[src/rtl/count_run_pkg.sv]
// count_run_pkg: shared types and constants for the
// counting-run controller and its gate timer.
package count_run_pkg;

  typedef enum logic [2:0] {
    IDLE  = 3'd0,
    CLEAR = 3'd1,
    RUN   = 3'd2,
    LATCH = 3'd3,
    DONE  = 3'd4
  } run_state_t;

  localparam logic [31:0] CNT_MAX = 32'hFFFF_FFFF;
  localparam int CH_DEFAULT_NCH = 32;

endpackage

[src/rtl/count_run_ctrl_gate_timer.sv]
// run_gate_timer: latched gate length plus saturating
// count of cycles the gate has been open.
//  clk, reset   : clock, sync active-high reset
//  load         : capture gate_len (run accepted)
//  gate_len     : run length, 0 = unlimited
//  clr          : zero the cycle counter
//  inc          : count one open-gate cycle
//  run_cycles   : open-gate cycles so far
//  expire       : current cycle is the last of the run
module run_gate_timer
  import count_run_pkg::*;
(
  input  logic        clk,
  input  logic        reset,
  input  logic        load,
  input  logic [31:0] gate_len,
  input  logic        clr,
  input  logic        inc,
  output logic [31:0] run_cycles,
  output logic        expire
);

  logic [31:0] gate_q, gate_d;
  logic [31:0] cyc_q, cyc_d;

  always_comb begin
    gate_d = gate_q;
    cyc_d  = cyc_q;
    if (load) gate_d = gate_len;
    if (clr) begin
      cyc_d = '0;
    end else if (inc && cyc_q != CNT_MAX) begin
      cyc_d = cyc_q + 32'd1;
    end
  end

  always_ff @(posedge clk) begin
    if (reset) begin
      gate_q <= '0;
      cyc_q  <= '0;
    end else begin
      gate_q <= gate_d;
      cyc_q  <= cyc_d;
    end
  end

  // Fires in the Nth open cycle, so the gate is open exactly N cycles.
  // At saturation cyc_q+1 wraps to 0, which never matches a nonzero gate.
  assign expire     = (gate_q != '0) && (cyc_q + 32'd1 == gate_q);
  assign run_cycles = cyc_q;

endmodule

[src/rtl/count_run_ctrl.sv]
// count_run_ctrl: sequences one counting run (clear, gate, close)
// and snapshots all channels into a CPU-readable shadow bank.
//  clk, reset          : clock, sync active-high reset
//  cmd_start/cmd_abort : 1-cycle command pulses
//  gate_len            : run length in cycles, 0 = unlimited
//  stop_step           : level; rising edge ends the run
//  ch_count            : live counters, ch i at [i*CW +: CW]
//  cnt_clr/cnt_en      : counter clear pulse / count gate
//  rd_sel/rd_data      : registered shadow readout
//  run_cycles          : open-gate cycles of last run
//  busy/done/aborted   : run status
module count_run_ctrl
  import count_run_pkg::*;
#(
  parameter int NCH  = CH_DEFAULT_NCH,
  parameter int CW   = 32,
  parameter int SELW = 5
) (
  input  logic              clk,
  input  logic              reset,
  input  logic              cmd_start,
  input  logic              cmd_abort,
  input  logic [31:0]       gate_len,
  input  logic              stop_step,
  input  logic [NCH*CW-1:0] ch_count,
  output logic              cnt_clr,
  output logic              cnt_en,
  input  logic [SELW-1:0]   rd_sel,
  output logic [CW-1:0]     rd_data,
  output logic [31:0]       run_cycles,
  output logic              busy,
  output logic              done,
  output logic              aborted
);

  run_state_t state_q, state_d;
  logic       stop_prev_q, stop_prev_d;
  logic       done_q, done_d;
  logic       aborted_q, aborted_d;
  logic [CW-1:0] shadow_q [NCH];
  logic [CW-1:0] shadow_d [NCH];
  logic [CW-1:0] rd_data_q, rd_data_d;

  logic start_ok;
  logic stop_rise;
  logic expire;

  // Abort beats a simultaneous start only from IDLE.
  assign start_ok = cmd_start &&
    ((state_q == IDLE && !cmd_abort) || state_q == DONE);

  assign stop_rise = stop_step && !stop_prev_q;

  always_comb begin
    state_d     = state_q;
    done_d      = done_q;
    aborted_d   = aborted_q;
    shadow_d    = shadow_q;
    // Sampled every cycle, including CLEAR, so a level already
    // high when the run starts is not mistaken for an edge.
    stop_prev_d = stop_step;
    unique case (state_q)
      IDLE, DONE: begin
        if (start_ok) begin
          state_d   = CLEAR;
          done_d    = 1'b0;
          aborted_d = 1'b0;
        end
      end
      CLEAR: state_d = RUN;
      RUN: begin
        if (cmd_abort) begin
          state_d   = IDLE;
          aborted_d = 1'b1;
        end else if (stop_rise || expire) begin
          state_d = LATCH;
        end
      end
      LATCH: begin
        state_d = DONE;
        done_d  = 1'b1;
        for (int i = 0; i < NCH; i++) begin
          shadow_d[i] = ch_count[i*CW +: CW];
        end
      end
      default: state_d = IDLE;
    endcase
  end

  // During LATCH read the incoming value so rd_data changes only
  // at the snapshot edge and stays stable in DONE.
  always_comb begin
    rd_data_d = '0;
    if (32'(rd_sel) < NCH) begin
      if (state_q == LATCH) begin
        rd_data_d = ch_count[32'(rd_sel)*CW +: CW];
      end else begin
        rd_data_d = shadow_q[rd_sel];
      end
    end
  end

  always_ff @(posedge clk) begin
    if (reset) begin
      state_q     <= IDLE;
      stop_prev_q <= 1'b0;
      done_q      <= 1'b0;
      aborted_q   <= 1'b0;
      rd_data_q   <= '0;
      for (int i = 0; i < NCH; i++) begin
        shadow_q[i] <= '0;
      end
    end else begin
      state_q     <= state_d;
      stop_prev_q <= stop_prev_d;
      done_q      <= done_d;
      aborted_q   <= aborted_d;
      rd_data_q   <= rd_data_d;
      shadow_q    <= shadow_d;
    end
  end

  run_gate_timer u_timer (
    .clk        (clk),
    .reset      (reset),
    .load       (start_ok),
    .gate_len   (gate_len),
    .clr        (state_q == CLEAR),
    .inc        (state_q == RUN),
    .run_cycles (run_cycles),
    .expire     (expire)
  );

  assign cnt_clr = (state_q == CLEAR);
  assign cnt_en  = (state_q == RUN);
  assign busy    = (state_q == CLEAR) || (state_q == RUN) ||
                   (state_q == LATCH);
  assign done    = done_q;
  assign aborted = aborted_q;
  assign rd_data = rd_data_q;

endmodule
[config.mk]
export PLATFORM = sky130hd
export DESIGN_NAME = count_run_ctrl
export DESIGN_NICKNAME = d
export VERILOG_FILES = /design/src/rtl/count_run_pkg.sv /design/src/rtl/count_run_ctrl_gate_timer.sv /design/src/rtl/count_run_ctrl.sv
export SDC_FILE = /design/constraint.sdc
export NUM_CORES = 2
export LEC_CHECK = 0
export BUFFER_PORTS_ARGS = -buffer_cell sky130_fd_sc_hd__buf_2
export CORE_AREA = 2 2 444 446
export CTS_BUF_LIST = sky130_fd_sc_hd__clkbuf_4 sky130_fd_sc_hd__clkbuf_8
export DETAILED_ROUTE_END_ITERATION = 10
export DIE_AREA = 0 0 446 448
export SLEW_MARGIN = 40
export SYNTH_ARGS = -nofsm -noshare
export SYNTH_HDL_FRONTEND = slang
export SYNTH_HIERARCHICAL = 1
export SYNTH_SLANG_ARGS = --single-unit
[constraint.sdc]
create_clock -name clk -period 3.53 [get_ports clk]
set_clock_uncertainty 0.05 [all_clocks]
set_input_delay 0.1765 -clock clk [delete_from_list [all_inputs] [get_ports clk]]
set_output_delay 0.1765 -clock clk [all_outputs]
set_load 0.05 [all_outputs]
==> impl_results.md, run 1 <==
- Status: aborted with a tool error
- Halt Stage: 4_1_cts
- First Err: [ERROR RSZ-0060] Max buffer count reached.
- Yosys reg bits: approximately 1100
- Synth area leader: dfxtp_1
- PortBufs: 1134
- Post-Synthesis Net Count: 7148
- GP Congestion: between 0.9 and 1
- Number of clock sinks: ~1100
- H-tree levels: 4
- Detail Placement HPWL: approximately 240000 um
- Syn Inst Count: 6081
- Register area share after synthesis: 0.404
- Die height: between 400 and 500 um
- Io pins: 1135
- Primary FF master, synth: dfxtp_1
- Post-CTS sizing: 0
- Distinct cells, synth: 65
- Initial Util: 0.287
- Num CTS Buffers: just over 200
- Clk root buf: clkbuf_8
- Synth Cell Area: 55800 um^2
- Number of enable flip-flop cells after synthesis: 0
- Setup Fix Bufs, Post-CTS: 0
- Die X: 446 um
- Hold_buf cts: 1963
- Clock Path Buffers: 3
- Avg Synthesized Cell Area: 9.17 um^2
- Asr flop ratio synth: 0
- Top cell type's share of synthesized area: 0.404
- Rows: 162
- Synth warn: 6
- Area contributors post-synth: dfxtp_1, mux4_2, nand2_1
-- cells in the mapped netlist, types with 7 or more instances --
| master | n |
|---|---|
| nand2_1 | 2127 |
| dfxtp_1 | 1126 |
| a21oi_1 | 1061 |
| mux4_2 | 556 |
| clkbuf_1 | 386 |
| mux2i_1 | 181 |
| nor2_1 | 96 |
| buf_2 | 73 |
| xnor2_1 | 45 |
| buf_4 | 42 |
| nand3_1 | 29 |
| a22oi_1 | 28 |
| o21ai_0 | 26 |
| buf_1 | 24 |
| xor2_1 | 24 |
| nor3_1 | 22 |
| mux2_2 | 18 |
| nor4_1 | 18 |
| o211ai_1 | 17 |
| a31oi_1 | 13 |
| buf_6 | 13 |
| nand4_1 | 13 |
| and3_1 | 11 |
| o22ai_1 | 11 |
| or3_1 | 11 |
| a211oi_1 | 10 |
| nor2b_1 | 10 |
| a2111oi_0 | 8 |
| a221oi_1 | 7 |
| inv_1 | 7 |
| nand2b_1 | 7 |
-- through the flow --
step / std cells / area [um^2] / util / hold WS (ns) / setup slack, ns
after floorplan: 6081 / 55800 / - / 0.255 / 0.0436
after global placement: 9444 / 64600 / 0.332 / 0.358 / 0.217
after detailed placement: 9447 / 64700 / 0.333 / 0.367 / 0.266
-- cells by family after synthesis --
logic type / after synthesis / share of synthesized area
buf+inv: 549 / 0.0432
fa+ha+maj: 1 / 0.000224
simple gates: 2373 / 0.167
mux: 755 / 0.261
compound gates: 1207 / 0.114
xor+xnor: 70 / 0.0112
flops: 1126 / 0.404
==> run 2: changes to the inputs <==
--- a/config.mk
+++ b/config.mk
@@ -6,10 +6,10 @@
 export NUM_CORES = 2
 export LEC_CHECK = 0
 export BUFFER_PORTS_ARGS = -buffer_cell sky130_fd_sc_hd__buf_2
-export CORE_AREA = 2 2 444 446
-export CTS_BUF_LIST = sky130_fd_sc_hd__clkbuf_4 sky130_fd_sc_hd__clkbuf_8
+export CORE_AREA = 2 2 436 438
 export DETAILED_ROUTE_END_ITERATION = 10
-export DIE_AREA = 0 0 446 448
+export DIE_AREA = 0 0 438 440
+export PLACE_DENSITY_LB_ADDON = 0.15
 export SLEW_MARGIN = 40
 export SYNTH_ARGS = -nofsm -noshare
 export SYNTH_HDL_FRONTEND = slang
==> impl_results.md, run 2 <==
- Non-Filler Instances: 10900
- Commonest cells post-synth: nand2_1, dfxtp_1, a21oi_1
- Simple-gate share of the synthesized area: 0.167
- Post-synthesis xor/xnor area fraction: 0.0112
- Yosys reg bits: 1126
- PortBufs: 1134
- Crit path required time: 4.20 ns
- Num CTS Buffers: 141
- First-pass GRT wire length: 415000 um
- Initial antenna violation count: 137
- Setup-failing EPs final: 0
- Worst-Margin Slew: 0.998 ns
- Mux contribution to synthesized area: 0.261
- Count leader, synth: nand2_1
- Die height: between 400 and 500 um
- Post-route minimum period: 3.29 ns
- Number of global-route vias before repair: roughly 56000
- Synth area leader: dfxtp_1
- Avg Synthesized Cell Area: 9.17 um^2
- Layout cells sized above 1: 0.263
- Grt total ovfl: 0
- # DRC: 0
- H-tree levels: 4
- Final Hold Vio Count: 0
- Status: complete, no violations
- Number of clock sinks: ~1100
- Total Nets Final: 9221
- Area Overhead vs Synth: 45.0%
- Combinational family with the most area after synthesis: multiplexers
- GRT Resource Usage Total: 0.302
- Register area share after synthesis: 0.404
- Number of enable flip-flop cells after synthesis: 0
- Synth warn: 6
- P_leak: just under 30 nW
- Power per cell area: ~420 nW/um^2
- Die X: 438 um
- Compound-Gate Fraction of Synth Area: 0.114
- Final period utilization: 0.932
- Post-Synthesis Net Count: 7148
- Avg WL per Cell: 27.8 um
- Worst-path clk slew: 0.06 ns
- DR iter-0 viols: a little under 5000
- Final WL: between 300000 and 400000 um
- Startpoint types: flip-flop
- Primary FF master, synth: dfxtp_1
- GP Congestion: 0.948
- Clk Latency, worst-skew pair: 0.81 ns
- Slew margin rel.: 0.334
- Largest register FFs: 1024
- Asr flop ratio synth: 0
- Top cell type's share of synthesized area: 0.404
- Final Total Pwr: 33.7 mW
- FMAX: around 300 MHz
- Most frequent cells in the layout: nand2_1, buf_2, dfxtp_1, dlygate4sd3_1, a21oi_1
- Drt pass-1 iters: 5
- Rows: 160
- Crit Path Max Fanout: 12
- Post-CTS sizing: 0
- Critical path capture point type: flip-flop
- Area contributors post-synth: dfxtp_1, mux4_2, nand2_1
- Worst EP arrival: 3.96 ns
- Initial Util: 0.296
- Detail Placement HPWL: 230000 um
- Commonest non-fill, non-tap cell in the layout: nand2_1
- Unrepaired setup endpoints after global routing: false
- Routed vias: 57200
- Syn Inst Count: roughly 6000
- Synth Cell Area: 55800 um^2
- Distinct cells, synth: 65
- Max cap viols: 0
- Total core area: about 190000 um^2
- Die area: 193000 um^2
- Post-layout util: 0.429
- Clk root buf: clkbuf_16
- Setup Crit Path Kind: reg2reg
- Vias/cell: 5.26
- Worst VDD drop: 0.367 mV
- Biggest register: shadow_q
- CTS tree: done
- Io pins: 1135
- Post-Synth Adder-Cell Area: 0.000224
- Setup Fix Bufs, Post-CTS: 0
- Clock Path Buffers: 3
- Min-delay worst type: in2reg
- Worst hold margin: 0.100 ns
- Final setup TNS: 0 ns
- Antenna-violating nets left: 0
- Max-slew violations: 0
- Largest net degree at the start of global routing: 173
- Dpl cells: around 9400
-- run 2: routing by layer --
metal  share of wire  global-route usage  vias up
met5         0.00048                   0        -
met1            0.40               0.371    28500
met4           0.070               0.188       24
met2            0.46               0.487     2363
met3           0.060              0.0579      709
li1                -                   -    25600
-- run 2: critical path, cell delays in order, from the launching register on --
cell and delay [ns]:
dfxtp_1 0.33, ha_1 0.23, nand3_1 0.13, or4_4 0.50
buf_4 0.21, nor4_2 0.38, xnor2_1 0.11, or4_1 0.43
nor4_2 0.27, nor2_1 0.07, a31oi_1 0.17, o22a_1 0.16
nor2_1 0.04, nor3_1 0.13
-- run 2: final timing paths --
check	from	to	slack, ns	cells past startpoint
worst max-delay path	u_timer/run_cycles[0]	state_q[0]	0.24	13
worst min-delay path	gate_len[10]	u_timer/gate_q[10]	0.10	4
worst max register to register	u_timer/run_cycles[0]	state_q[0]	0.24	13
worst min register to register	shadow_q[619]	shadow_q[619]	0.40	2
-- run 2: layout make-up --
| type | instances | area, um^2 |
|---|---|---|
| antenna | 101 | 253 |
| clock buffer | 212 | 4250 |
| clock inverter | 38 | 490 |
| fill | 18700 | 108000 |
| inverter | 11 | 48.8 |
| multi-input combinational | 4406 | 30900 |
| sequential | 1126 | 22500 |
| tap | 2511 | 3140 |
| timing repair buffer | 2468 | 19200 |
-- run 2: where the power goes --
| part | switching [mW] | total [mW] | internal [mW] | leakage (nW) |
|---|---|---|---|---|
| registers | 0.136 | 13.1 | 12.9 | 9.08 |
| logic | 3.07 | 5.60 | 2.53 | 18.4 |
| clock network | 6.16 | 15.0 | 8.85 | 2.33 |
-- run 2: stage by stage --
step	setup WS (ns)	cell area, um^2
6_report	0.240	80900
5_1_grt	0.0783	80800
4_1_cts	0.214	80600
3_5_place_dp	0.259	64700
3_3_place_gp	0.160	64700
2_1_floorplan	0.0436	55800
-- run 2: timing repair --
| item | CTS | global route |
|---|---|---|
| setup endpoints to repair | 0 | 0 |
| hold buffers | 1112 | 0 |
| hold endpoints to repair | 1066 | 0 |
-- run 2: cells by family (layout without fill, tap and decap cells) --
kind of cell | count (synthesis) | in the layout
AOI/OAI and AO/OA | 1207 | 1207
adders and majority gates | 1 | 1
buffers and inverters | 549 | 2729
and+or+nand+nor | 2373 | 2373
muxes | 755 | 755
DFF | 1126 | 1126
other | 0 | 101
xor gates and xnor gates | 70 | 70
Note: power is estimated with default switching activity, not from simulation.
